`config.mk`:
```
export PLATFORM = sky130hd
export DESIGN_NAME = gfx_compositor
export DESIGN_NICKNAME = d
export VERILOG_FILES = /design/src/rtl/gfx_compositor.sv
export SDC_FILE = /design/constraint.sdc
export NUM_CORES = 1
export LEC_CHECK = 0
export CORE_AREA = 2 2 92 94
export DETAILED_ROUTE_END_ITERATION = 16
export DIE_AREA = 0 0 94 96
export GPL_TIMING_DRIVEN = 0
export PLACE_DENSITY = 0.72
export SLEW_MARGIN = 10
export SYNTH_ARGS = -nofsm -noshare
export SYNTH_HDL_FRONTEND = slang
export SYNTH_SLANG_ARGS = --single-unit
```
`constraint.sdc`:
```
create_clock -name clk -period 2.23 [get_ports clk]
set_input_delay 0.669 -clock clk [delete_from_list [all_inputs] [get_ports clk]]
set_output_delay 0.669 -clock clk [all_outputs]
set_load 0.03 [all_outputs]
```
`src/rtl/gfx_compositor.sv`:
```
// VGA timing, prioritised layer compositor with double-buffered palette, PIPE-aligned RGB/sync,
// frame/game/row ticks and sticky collision. Optional: GFX_BLANK_DEBUG_EN colours blanking pixels.
module gfx_compositor #(
  parameter int         NUM_LAYERS = 4,
  parameter int         CONV       = 0,
  parameter int         PIPE       = 2,
  parameter int         H_ACTIVE   = 640,
  parameter int         H_FP       = 16,
  parameter int         H_SYNC     = 96,
  parameter int         H_BP       = 48,
  parameter int         V_ACTIVE   = 480,
  parameter int         V_FP       = 10,
  parameter int         V_SYNC     = 2,
  parameter int         V_BP       = 33,
  parameter int         TICK_DIV   = 3,
  parameter int         ROW_BIT    = 5,
  parameter int         COLL_A     = 0,
  parameter int         COLL_B     = 1,
  parameter logic [5:0] BG_COLOR   = 6'h00,
  localparam int        LAW        = (NUM_LAYERS > 1) ? $clog2(NUM_LAYERS) : 1
) (
  input  logic                  clk,
  input  logic                  rst_n,
  input  logic [NUM_LAYERS-1:0] i_layer,
  input  logic                  i_pal_we,
  input  logic [LAW-1:0]        i_pal_addr,
  input  logic [5:0]            i_pal_data,
  input  logic                  i_coll_clr,
  output logic                  o_hsync,
  output logic                  o_vsync,
  output logic [1:0]            o_red,
  output logic [1:0]            o_green,
  output logic [1:0]            o_blue,
  output logic [9:CONV]         o_hpos,
  output logic [9:CONV]         o_vpos,
  output logic                  o_frame_tick,
  output logic                  o_game_tick,
  output logic                  o_game_tick_r,
  output logic                  o_row_tick,
  output logic                  o_collision,
  output logic                  o_coll_sticky
);

  localparam logic [9:0] H_ACT    = 10'(H_ACTIVE);
  localparam logic [9:0] H_LAST   = 10'(H_ACTIVE + H_FP + H_SYNC + H_BP - 1);
  localparam logic [9:0] HS_START = 10'(H_ACTIVE + H_FP);
  localparam logic [9:0] HS_END   = 10'(H_ACTIVE + H_FP + H_SYNC);
  localparam logic [9:0] V_ACT    = 10'(V_ACTIVE);
  localparam logic [9:0] V_LAST   = 10'(V_ACTIVE + V_FP + V_SYNC + V_BP - 1);
  localparam logic [9:0] VS_START = 10'(V_ACTIVE + V_FP);
  localparam logic [9:0] VS_END   = 10'(V_ACTIVE + V_FP + V_SYNC);
  localparam int         FCW      = (TICK_DIV > 1) ? $clog2(TICK_DIV) : 1;
  localparam logic [FCW-1:0] FC_LAST = FCW'(TICK_DIV - 1);
`ifdef GFX_BLANK_DEBUG_EN
  localparam logic [5:0] BLANK_COLOR = 6'b00_10_11;
`else
  localparam logic [5:0] BLANK_COLOR = 6'h00;
`endif

  logic [9:0]     hpos_q, hpos_d, vpos_q, vpos_d;
  logic [FCW-1:0] fcnt_q, fcnt_d;
  logic [5:0]     shadow_q [NUM_LAYERS];
  logic [5:0]     shadow_d [NUM_LAYERS];
  logic [5:0]     active_q [NUM_LAYERS];
  logic [5:0]     active_d [NUM_LAYERS];
  logic [7:0]     pipe_q   [PIPE];
  logic [7:0]     pipe_d   [PIPE];
  logic           game_r_q, game_r_d;
  logic           row_bit_q, row_bit_d;
  logic           sticky_q, sticky_d;
  logic           display_on, hs_n, vs_n;
  logic [5:0]     color0;

  always_comb begin
    display_on   = (hpos_q < H_ACT) && (vpos_q < V_ACT);
    hs_n         = !((hpos_q >= HS_START) && (hpos_q < HS_END));
    vs_n         = !((vpos_q >= VS_START) && (vpos_q < VS_END));
    o_frame_tick = rst_n && (hpos_q == 10'd0) && (vpos_q == 10'd0);
    o_game_tick  = o_frame_tick && (fcnt_q == FC_LAST);
    o_row_tick   = rst_n && vpos_q[ROW_BIT] && !row_bit_q;
    o_collision  = rst_n && display_on && i_layer[COLL_A] && i_layer[COLL_B];

    hpos_d = (hpos_q == H_LAST) ? 10'd0 : hpos_q + 10'd1;
    vpos_d = vpos_q;
    if (hpos_q == H_LAST)
      vpos_d = (vpos_q == V_LAST) ? 10'd0 : vpos_q + 10'd1;

    fcnt_d = fcnt_q;
    if (o_frame_tick)
      fcnt_d = (fcnt_q == FC_LAST) ? '0 : fcnt_q + 1'b1;

    // A write in the copy cycle only reaches the shadow, so it waits for the next frame.
    shadow_d = shadow_q;
    if (i_pal_we && (int'(i_pal_addr) < NUM_LAYERS))
      shadow_d[i_pal_addr] = i_pal_data;
    active_d = o_frame_tick ? shadow_q : active_q;

    // Pixel (0,0) already uses the freshly copied palette; lowest index wins.
    color0 = BG_COLOR;
    for (int i = NUM_LAYERS - 1; i >= 0; i--)
      if (i_layer[i]) color0 = active_d[i];
    if (!display_on) color0 = BLANK_COLOR;

    pipe_d[0] = {hs_n, vs_n, color0};
    for (int i = 1; i < PIPE; i++)
      pipe_d[i] = pipe_q[i-1];

    game_r_d  = o_game_tick;
    row_bit_d = vpos_q[ROW_BIT];
    sticky_d  = o_collision ? 1'b1 : (i_coll_clr ? 1'b0 : sticky_q);
  end

  always_ff @(posedge clk or negedge rst_n) begin
    if (!rst_n) begin
      hpos_q    <= '0;
      vpos_q    <= '0;
      fcnt_q    <= '0;
      game_r_q  <= 1'b0;
      row_bit_q <= 1'b0;
      sticky_q  <= 1'b0;
      for (int i = 0; i < NUM_LAYERS; i++) begin
        shadow_q[i] <= 6'h3F;
        active_q[i] <= 6'h3F;
      end
      for (int i = 0; i < PIPE; i++)
        pipe_q[i] <= 8'hC0;
    end else begin
      hpos_q    <= hpos_d;
      vpos_q    <= vpos_d;
      fcnt_q    <= fcnt_d;
      game_r_q  <= game_r_d;
      row_bit_q <= row_bit_d;
      sticky_q  <= sticky_d;
      shadow_q  <= shadow_d;
      active_q  <= active_d;
      pipe_q    <= pipe_d;
    end
  end

  assign {o_hsync, o_vsync, o_red, o_green, o_blue} = pipe_q[PIPE-1];
  assign o_hpos        = hpos_q[9:CONV];
  assign o_vpos        = vpos_q[9:CONV];
  assign o_game_tick_r = game_r_q;
  assign o_coll_sticky = sticky_q;

endmodule

```
==> impl_metrics.ini <==
[yosys]
avgSynthCellArea_sq_um = 11.3
ys_seq_area_share_pct = 58.3
synthAdderAreaFrac_pct = 1.27
synth_most_common_cell = nand2_1
synth_compound_gate_area_share_pct = 6.90
synth-simple-area-share_pct = 17.1
synth_edf_count = 0
synth_fp_nets = 368
synth-main-ff-cell = dfstp_2
synth-xor-area-share_pct = 2.67
synthCells = 348
synth_top_family_by_area = simple AND/OR/NAND/NOR gates
yosys-top-cells-count = 65 x nand2_1, 52 x dfstp_2, 37 x dfrtp_1
netlist.top_cell.by_area = dfstp_2
synth_top_area_share_pct = 34.7
yosysWarnings = 0
async_reset_ff_share_pct = 100
yosysUniqueCellTypes = 42
synth.area.top_cells = dfstp_2 35%, dfrtp_1 24%, mux2_2 7.2%
synth_area_sq_um = 3940
muxShareOfSynthArea_pct = 10.2
ys_ff_latch = 89

[clock_network]
cts_tree = done
clock_latency_ns = 0.36
clkSinkCount = 89
clock-root-buffer = clkbuf_8
cts_buffer_depth = 2
numCtsBuffers = 9
clk_pin_slew_ns = 0.09
cts_max_level = 3

[job]
maxCapViolCount = 0

[grt]
grt_max_degree = 27
use_met3_pct = 3.68
use_met2_pct = 34.3
grt_use_met1_pct = 30.2
grt_overflow = 0
antenna_found_initial = 0
grt_pass1_wl_um = 15000
grt_pass1_vias = 2935
grt_util_all_layers_pct = 22.0
busiest_layer = met2

[routing]
first_pass_iters = 4
wl_um = 9610
wl_per_cell_um = 17.4
dr.first_iter.drc_count = 196
detail-route-antenna-nets = 0
vias = 2969
drc = 0
vias_per_cell = 5.39

[finish]
multi_input_area_sq_um = 1680
num_antenna_cells = 0
layout.area.seq_sq_um = 2300
fin_util_pct = 66.7
syn_to_final_growth_pct = 36.6
stdcell_area_sq_um = 5370
finish.net_count = 461
fillCellCount = 596
layout-drive-gt1-share_pct = 39.5

[sta]
tightestPinTransition_ns = 1.02
hold_viol_final = 0
fin_crit_sh_pct = 115
finalSetupViolations = 2
grt_setup_unrepaired = true
holdWs_ns = 0.248
layout_setup_ws_ns = -0.331
relSlewSlack_pct = 31.7
max_freq_ghz = 0.391
maxSlewViolCount = 0
fin_crit_ns = 2.56
skew_ns = 0.00625

[setup_path]
end_kind = output port
crit_type = flop to output port
required_ns = 1.56
arrival_ns = 1.89
worstRegToRegCells = 9
cp.buffers_inverters = 2
slowest_stage = dfrtp_1
cp-start-kind = flop
cpPeakStageDelay_ns = 0.39
cp_top_family = simple AND/OR/NAND/NOR gates
path_cells = clkbuf_1 > nor2_1 > nand2_1 > nor3_4 > and3b_2 > buf_6
r2r_start = o_hpos[0]
crit_fanout = 8
r2r_setup_slack_ns = 0.04
rr_endpoint = pipe_d[0]

[hold_path]
min_path_type = input pin to asynchronous set/reset pin

[power_and_ir_drop]
p_per_area_nw_per_um2 = 628
ir_drop_uv = 458
p_leak_nw = 2.52
total_power_w = 0.00337

[die]
dieHeight_um = 96
ios = 50
placementRows = 33
core-area_sq_um = 8050
die_w_um = 94
die_area_sq_um = 9020
initial_core_util_pct = 48.9

[placed_design]
gp_congestion = 0.806
dpl.hpwl_um = 5690
portBuffers = 49
placed_area_sq_um = 4610

[status]
violations = setup timing
status = finished, violations left
## what timing repair did
| item | CTS | global route |
|---|---|---|
| pin swaps | 11 | 17 |
| setup endpoints to repair | 44 | 27 |
| gates cloned | 3 | 0 |
| gates resized for setup | 58 | 33 |
| buffers inserted | 17 | 17 |
| hold buffers | 0 | 0 |
## area by class of cell
type,count,share of cell area [%]
multi-input combinational,227,31.2
tap,105,2.44
clock inverter,7,1.91
clock buffer,9,2.31
buffer,11,1.51
timing repair buffer,85,16.5
sequential,89,42.9
inverter,18,1.26
## report_power, final
part | total (W) | internal (W) | switching (W) | leakage [nW]
Clock | 0.00124 | 0.000645 | 0.000598 | 0.116
Sequential | 0.00185 | 0.00178 | 0.0000681 | 1.03
Combinational | 0.000283 | 0.000153 | 0.000130 | 1.38
Total | 0.00337 | 0.00258 | 0.000796 | 2.52
## cells by family (layout without fill, tap and decap cells)
logic type,Yosys count,in the layout
buffers and inverters,32,130
flip-flops,89,89
multiplexers,37,37
AO/OA/AOI/OAI,43,43
XOR/XNOR,12,12
AND/OR/NAND/NOR,131,131
adder cells (fa/ha/maj),4,4
## per-stage QoR
step                TNS [ns]  cells  setup WS [ns]
finish                -0.574    551         -0.331
global route           -1.15    551         -0.509
CTS                   -0.635    537         -0.329
detailed placement    -38.69    503          -1.48
global placement     -321.93    502          -4.10
floorplan             -0.176    348         -0.176
## worst max path at each step
stage / start / to / slack [ns] / depth (start not counted)
after CTS: o_hpos[1] / o_game_tick / -0.33 / 7
after global routing: o_hpos[5] / o_game_tick / -0.51 / 6
final: o_hpos[5] / o_game_tick / -0.33 / 6
after detailed placement: rst_n / o_game_tick / -1.48 / 7
after global placement: rst_n / o_game_tick / -4.10 / 6
after floorplan: o_vpos[8] / o_game_tick / -0.18 / 4
## flip-flops by register name (all words and copies together), names as in the netlist
signal,flops
fcnt_q,2
row_bit_q,1
o_hsync,1
o_blue,2
o_coll_sticky,1
o_red,2
o_vpos,10
o_vsync,1
o_green,2
active_q,24
o_hpos,10
o_game_tick_r,1
shadow_q,24
pipe_d,8
## routing by layer
layer | vias up | wire length (um) | part of all wire, %
met5 | - | 0 | 0
met4 | 0 | 207 | 2.2
met3 | 16 | 306 | 3.2
met2 | 64 | 4800 | 50
met1 | 1498 | 4290 | 45
li1 | 1391 | - | -
## placed cells by master, fill, tap and decap left out, drive strengths merged, types with 5 or more instances in the layout
cell type      instances
nor2                  17
nand2                 65
mux2i                 12
xnor2                  6
nor3                   5
and3b                  7
xor2                   6
dfrtp                 37
o21ai                 18
inv                   20
dfstp                 52
a21oi                  8
nand3                  7
clkbuf                17
buf                   41
dlygate4sd2            8
and3                   6
o211ai                 6
dlymetal6s2s           8
clkdlybuf4s50         28
o221ai                 6
mux2                  25
(Power assumes the default switching activity.)
